`src/rtl/adder_operand_serializer.sv`:
```
// Splits a pair of wide operand blocks into per-lane beats (LSB lane first)
// for the narrow adder, with valid/ready handshakes on both sides.
module adder_operand_serializer #(
  parameter int DATA_W    = 8,
  parameter int NUM_LANES = 16,
  parameter int IDX_W     = $clog2(NUM_LANES)
) (
  input  logic                        clk,
  input  logic                        rst,
  input  logic                        blk_valid_in,
  output logic                        blk_ready_out,
  input  logic [DATA_W*NUM_LANES-1:0] blk_a_in,
  input  logic [DATA_W*NUM_LANES-1:0] blk_b_in,
  output logic [DATA_W-1:0]           adder_a_out,
  output logic [DATA_W-1:0]           adder_b_out,
  output logic                        lane_valid_out,
  input  logic                        lane_ready_in,
  output logic [IDX_W-1:0]            lane_idx_out,
  output logic                        lane_last_out,
  output logic                        dbg_state_out
);

  localparam int BLK_W = DATA_W * NUM_LANES;
  localparam logic [IDX_W-1:0] LAST_IDX     = IDX_W'(NUM_LANES - 1);
  localparam logic [IDX_W-1:0] PRE_LAST_IDX = IDX_W'(NUM_LANES - 2);

  typedef enum logic {ST_IDLE, ST_SEND} state_e;

  // Handshake rule on both ports: a transfer happens on a rising edge where
  // valid && ready; valid never depends on ready, and ready may depend on valid.
  state_e             state_q;
  logic [IDX_W-1:0]   cnt_q;
  logic [BLK_W-1:0]   sh_a_q;
  logic [BLK_W-1:0]   sh_b_q;
  logic               valid_q;
  logic               last_q;
  logic               lane_hs;
  logic               blk_hs;

  assign lane_hs       = valid_q && lane_ready_in;
  assign blk_ready_out = !rst && ((state_q == ST_IDLE) ||
                                  ((state_q == ST_SEND) && last_q && lane_ready_in));
  assign blk_hs        = blk_valid_in && blk_ready_out;

  assign adder_a_out    = sh_a_q[DATA_W-1:0];
  assign adder_b_out    = sh_b_q[DATA_W-1:0];
  assign lane_valid_out = valid_q;
  assign lane_idx_out   = cnt_q;
  assign lane_last_out  = last_q;
  assign dbg_state_out  = (state_q == ST_SEND);

  always_ff @(posedge clk) begin
    if (rst) begin
      state_q <= ST_IDLE;
      cnt_q   <= '0;
      sh_a_q  <= '0;
      sh_b_q  <= '0;
      valid_q <= 1'b0;
      last_q  <= 1'b0;
    end else begin
      case (state_q)
        ST_IDLE: begin
          if (blk_hs) begin
            sh_a_q  <= blk_a_in;
            sh_b_q  <= blk_b_in;
            cnt_q   <= '0;
            valid_q <= 1'b1;
            last_q  <= 1'b0;
            state_q <= ST_SEND;
          end
        end
        ST_SEND: begin
          if (lane_hs) begin
            if (last_q) begin
              cnt_q  <= '0;
              last_q <= 1'b0;
              // A waiting block is taken on the last-lane beat so lanes stay gapless.
              if (blk_hs) begin
                sh_a_q <= blk_a_in;
                sh_b_q <= blk_b_in;
              end else begin
                sh_a_q  <= '0;
                sh_b_q  <= '0;
                valid_q <= 1'b0;
                state_q <= ST_IDLE;
              end
            end else begin
              sh_a_q <= {{DATA_W{1'b0}}, sh_a_q[BLK_W-1:DATA_W]};
              sh_b_q <= {{DATA_W{1'b0}}, sh_b_q[BLK_W-1:DATA_W]};
              cnt_q  <= cnt_q + IDX_W'(1);
              last_q <= (cnt_q == PRE_LAST_IDX);
            end
          end
        end
        default: state_q <= ST_IDLE;
      endcase
    end
  end

  // LAST_IDX documents the counter's terminal value; last_q tracks it one beat ahead.
  logic unused_last_idx;
  assign unused_last_idx = ^LAST_IDX;

endmodule

```
`config.mk`:
```
export PLATFORM = sky130hd
export DESIGN_NAME = adder_operand_serializer
export DESIGN_NICKNAME = d
export VERILOG_FILES = /design/src/rtl/adder_operand_serializer.sv
export SDC_FILE = /design/constraint.sdc
export NUM_CORES = 1
export LEC_CHECK = 0
export BUFFER_PORTS_ARGS = -buffer_cell sky130_fd_sc_hd__buf_2
export CORE_MARGIN = 10
export CORE_UTILIZATION = 47
export CTS_BUF_LIST = sky130_fd_sc_hd__clkbuf_4 sky130_fd_sc_hd__clkbuf_8
export CTS_CLUSTER_SIZE = 24
export DETAILED_ROUTE_END_ITERATION = 12
export PLACE_DENSITY = 0.8
export SLEW_MARGIN = 0
export SYNTH_ARGS = -nofsm -noshare
export SYNTH_HDL_FRONTEND = slang
export SYNTH_SLANG_ARGS = --single-unit
```
`constraint.sdc`:
```
create_clock -name clk -period 2.2 [get_ports clk]
set_clock_uncertainty 0.1 [all_clocks]
set_input_delay 0.55 -clock clk [delete_from_list [all_inputs] [get_ports clk]]
set_output_delay 0.55 -clock clk [all_outputs]
set_load 0.02 [all_outputs]
```
==> results of run 1 <==
-- metrics by stage --
step	instance area, um2	hold WS, ns	setup WS (ns)	cells
finish	17400	0.0968	0.177	2262
global route	17400	0.0749	0.0789	2259
CTS	17400	0.0729	0.0599	2256
detailed placement	16400	0.356	0.0860	2175
global placement	16400	0.350	0.141	2175
floorplan	14900	0.335	0.167	1650
-- sequential cells by signal, indices dropped and copies added, names as in the netlist --
signal and cells:
dbg_state_out 1, lane_idx_out 4, lane_last_out 1, lane_valid_out 1
sh_a_q 128, sh_b_q 128
-- critical path: stages (launching register included) --
cell and delay (ns):
dfxtp_4 0.37, nand2_1 0.08, a21oi_1 0.18, buf_2 0.19
-- worst paths after layout --
check             slack, ns  depth (start not counted)            end          start
hold reg to reg        0.37                          1    sh_b_q[123]    sh_b_q[123]
hold / removal          0.1                          2    sh_b_q[120]  blk_b_in[120]
setup reg to reg       0.35                          5    sh_b_q[112]  lane_last_out
setup / recovery       0.18                          3  blk_ready_out  lane_last_out
-- power by group --
| group | internal (mW) | total (mW) | switching, mW |
|---|---|---|---|
| combinational | 0.811 | 1.97 | 1.16 |
| clock | 2.72 | 4.81 | 2.09 |
| sequential | 5.14 | 5.39 | 0.254 |
-- kinds of logic (layout without fill, tap and decap cells) --
logic type               after synthesis  in the layout
AO/OA/AOI/OAI                        507            507
adder cells (fa/ha/maj)                2              2
buffers and inverters                369            576
flip-flops                           263            263
other                                  0              3
AND/OR/NAND/NOR                      509            509
-- metal layers --
layer	track usage	routed length (um)
met1	0.281	18900
met5	0	13
met3	0.0479	3620
met4	0.0923	1650
met2	0.361	22000
-- cells in the final DEF (no fill, tap or decap), types with 2 or more instances in the layout --
master    instances
a211o_1           2
a21oi_1         160
a22o_1           16
a311oi_1         36
a311oi_2         49
and4b_1         155
buf_12           26
buf_2           281
buf_4            29
clkbuf_4         17
clkbuf_8         56
clkinv_2          5
dfxtp_1         260
dfxtp_4           2
diode_2           3
ha_1              2
inv_1           158
nand2_1         241
nand2_4           2
nand3_1           5
nand4_1           2
nor2_1            2
nor3_1           87
o21ai_0          65
o21ai_1          20
o221ai_1          5
o221ai_2        150
or4_1             2
-- what timing repair did --
action,4_1_cts,5_1_grt
setup endpoints to repair,0,1
setup buffers,0,3
hold endpoints to repair,0,0
resized for setup,0,1
-- area by class of cell --
class | instances | area [um2]
well taps | 402 | 503
multi-input cells | 1018 | 7910
flip-flops and latches | 263 | 5270
clock inverters | 8 | 82.6
diodes | 3 | 7.51
clock buffers | 73 | 898
fillers | 2731 | 14100
repair buffers | 336 | 2140
inverters | 159 | 597
==> out/qor.yml, run 1 <==
setup.worst_path.start_class: "flop"
clk_latency_ns: 0.58
synthTopCellsByArea: "dfxtp_1 (35%), o221ai_2 (15%), and4b_1 (10%)"
postRouteAntennaNets: 0
synth_common_cells: "dfxtp_1 (263), nand2_1 (242), a21oi_1 (160), inv_1 (158), and4b_1 (156)"
yosysWarnings: 0
wl_um: 46200
clk_pin_slew_ns: 0.06
grt_pass1_vias: 13774
cp-end-kind: "output port"
drtIter0Drc: 1395
synth_cells: 1650
setup_viol: 0
syn_nets: 1912
slew_violations: 0
rows: 65
final_hold_viol_count: 0
grt.overflow.total: 0
finalCritPeriodShare: 0.920
status: "completed"
final_util: 0.553
drcViolationCount: 0
rsz0062_at_grt: "no"
critPathKind: "reg -> out"
drt_pre_antenna_iters: 5
hp-class: "in -> reg"
cts_buffer_depth: 3
yosys.cell_types.count: 41
synth_top_area_frac: 0.352
crit_required_ns: 1.55
yosys.area_share.simple: 0.206
numCtsBuffers: 47
arrival_ns: 1.37
synth-main-ff-cell: "dfxtp_1"
port_buffers: 283
via_count: 13843
syn_area_um2: 14900
tns_ns: 0
die_w_um: 198
synth_area_leader_cell: "dfxtp_1"
synth_seq_cells: 263
post-dp-hpwl_um: 30700
max-vdd-ir-drop_mv: 0.457
grt_max_degree: 156
grt_pass1_wl_um: 72500
synth_most_common_cell: "dfxtp_1"
synth_seq_area_share: 0.352
maxSlewHeadroom: 0.511
cp_max_fo: 6
vias_per_cell: 6.12
max_cap_viol_count: 0
synth-adder-area-share: 0.00167
area_growth_pct: 16.5
wire_per_inst_um: 20.4
h-tree-depth: 2
synth_area_per_cell_um2: 9.06
start_util: 0.475
grt_usage: 0.223
synth_compound_area_frac: 0.319
tightest_slew_ns: 0.733
cts.sinks: 263
synthMuxAreaShare: 0
nets: 2087
fmax_ghz: 0.494
antenna_found_initial: 3
drive_above_1_share: 0.340
io-pin-count: 284
cts_tree: "done"
coreArea_um2: 31500
total_leakage_power_nw: 7.27
cts_hold_buf: 0
ys_async_sr_fraction: 0
die_h_um: 198
synth_edf_count: 0
die-area_um2: 39300
cts-root-buf: "clkbuf_8"
yosys.area_share.xor_xnor: 0
synth_top_family_by_area: "compound AO/OA/AOI/OAI gates"
min_period_ns: 2.02
place_congestion: 0.914
power.total_mw: 12.2
power_density_nw_per_um2: 699
Note: power is estimated with default switching activity, not from simulation.
==> run 2: changes to the inputs <==
--- a/config.mk
+++ b/config.mk
@@ -5,7 +5,7 @@
 export SDC_FILE = /design/constraint.sdc
 export NUM_CORES = 1
 export LEC_CHECK = 0
-export BUFFER_PORTS_ARGS = -buffer_cell sky130_fd_sc_hd__buf_2
+export BUFFER_PORTS_ARGS = -buffer_cell sky130_fd_sc_hd__buf_4
 export CORE_MARGIN = 10
 export CORE_UTILIZATION = 47
 export CTS_BUF_LIST = sky130_fd_sc_hd__clkbuf_4 sky130_fd_sc_hd__clkbuf_8
==> out/qor.yml, run 2 (synthesis gave the netlist of run 1 again) <==
status: "completed"
fmax_ghz: 0.479  # -3.0%
drt_pre_antenna_iters: 7  # +2
p_switching_mw: 3.49  # -0.49%
grt_usage: 0.222  # -0.000767
cts_setup_buffers: 0  # unchanged
grt.overflow.total: 0  # unchanged
hp-class: "in -> reg"
numCtsBuffers: 45  # -4.3%
hold_slack_ns: 0.118  # +0.0208 ns
drt-met1-wl_um: 19200  # +1.4%
cts.sinks: 263  # unchanged
share_comb_of_total_power: 0.167  # +0.005
grt_pass1_wl_um: 72300  # -0.22%
cp.buffers_inverters: 1  # unchanged
grt_pass1_vias: 13557  # -1.6%
vias_per_cell: 6.04  # -1.3%
grt_max_degree: 142  # -9.0%
clk_pin_slew_ns: 0.06  # about the same
total_leakage_power_nw: 7.49  # +3.1%
highest_layer: "met5"
post-dp-hpwl_um: 30600  # -0.30%
place_congestion: 0.834  # -8.7%
max_cap_viol_count: 0  # unchanged
wl_um: 46100  # -0.17%
die_w_um: 198  # unchanged
rsz0062_at_grt: "no"
h-tree-depth: 2  # unchanged
path_cells: "nand2_1 -> a21oi_2 -> buf_4"
critPathTopFamily: "flip-flops"
die_h_um: 198  # unchanged
cts_tree: "done"
max-vdd-ir-drop_mv: 0.366  # -20%
clk_latency_ns: 0.55  # -0.03 ns
arrival_ns: 1.44  # +0.07 ns
drcViolationCount: 0  # unchanged
sw_frac_of_total: 0.278  # -0.0107
final.fill_count: 2679  # -1.9%
route.met2.wl_um: 22100  # +0.44%
coreArea_um2: 31500  # unchanged
area_growth_pct: 21.3
nets: 2077  # -0.48%
crit_required_ns: 1.55  # about the same
setup_slack_ns: 0.114  # -0.0633 ns
io-pin-count: 284  # unchanged
via_count: 13620  # -1.6%
setup_viol: 0  # unchanged
intPower_mw: 9.08  # +4.9%
tns_ns: 0  # unchanged
final_hold_viol_count: 0  # unchanged
drive_above_1_share: 0.339  # -0.00124
power_density_nw_per_um2: 693  # -0.76%
mostFrequentLayoutCell: "buf_4"
final_util: 0.576  # +0.0228
die-area_um2: 39300  # unchanged
route.met3.wl_um: 3460  # -4.5%
finalCritPeriodShare: 0.948  # +0.0288
cp-end-kind: "output port"
multi_input_area_um2: 7920  # about the same
max_stage_delay_ns: 0.44  # +0.07 ns
antenna_found_initial: 2  # -1
postRouteAntennaNets: 0  # unchanged
wire_per_inst_um: 20.5  # +0.14%
layout_common_cells: "buf_4 (302), dfxtp_1 (260), nand2_1 (241)"
setup.worst_path.start_class: "flop"
critPathKind: "reg -> out"
drtIter0Drc: 1337  # -4.2%
preCtsSetupSlack_ns: 0.143  # +0.0566 ns
tightest_slew_ns: 1.21  # +0.476 ns
slew_violations: 0  # unchanged
cts_buffer_depth: 3  # unchanged
cp_max_fo: 12  # +6
maxSlewHeadroom: 0.193  # -0.318
rows: 65  # unchanged
cts-root-buf: "clkbuf_8"
cp_slowest_cell: "dfxtp_4"
min_period_ns: 2.09  # +0.0633 ns
clockPowerShare: 0.404  # +0.009
seq_area_um2: 5270  # unchanged
seq_power_share: 0.429  # -0.014
port_buffers: 283  # unchanged
start_util: 0.475  # unchanged
[run 2: area by class of cell]
| class | count | share of cell area |
|---|---|---|
| Antenna cell | 1 | 0.000138 |
| Clock buffer | 76 | 0.0532 |
| Clock inverter | 8 | 0.00511 |
| Inverter | 159 | 0.0329 |
| Multi-Input combinational cell | 1018 | 0.436 |
| Sequential cell | 263 | 0.291 |
| Tap cell | 402 | 0.0277 |
| Timing Repair Buffer | 328 | 0.154 |
[run 2: worst paths after layout]
check,startpoint,to,slack (ns),depth (start not counted)
worst max register to register,lane_valid_out,sh_a_q[80],0.33,4
worst min register to register,sh_a_q[127],sh_a_q[127],0.37,1
worst max-delay path,lane_last_out,blk_ready_out,0.11,3
worst min-delay path,rst,lane_valid_out,0.12,2
[run 2: worst reg2reg max path, stage by stage, from the launching register on]
cell,delay [ns]
dfxtp_4,0.53
and3_2,0.50
buf_12,0.27
nor3_1,0.12
a311oi_2,0.26
[run 2: routing by layer]
metal  vias up  GRT usage
li1       6467          -
met1      6557      0.279
met2       512      0.360
met3        82     0.0496
met4         2     0.0868
met5         -          0
[run 2: stage by stage]
step | cell area [um2] | cells | power [mW]
2_1_floorplan | 14900 | 1650 | 6.81
3_3_place_gp | 17100 | 2170 | 7.50
3_5_place_dp | 17100 | 2170 | 7.57
4_1_cts | 18100 | 2254 | 12.6
5_1_grt | 18100 | 2254 | 13.1
6_report | 18100 | 2255 | 12.6
[run 2: power groups by stage]
stage	clock, mW	combinational [mW]	sequential (mW)
floorplan	0	1.41	5.40
global placement	0	2.03	5.47
detailed placement	0	2.09	5.48
CTS	5.17	2.09	5.38
global route	5.37	2.27	5.43
finish	5.08	2.10	5.40
[run 2: repair_timing]
item                                    CTS  global route
hold endpoints to repair                  0             0
cloned                                    0             0
hold buffers                              0             0
endpoints found under the setup margin    1             1
gates resized for setup                   1             1
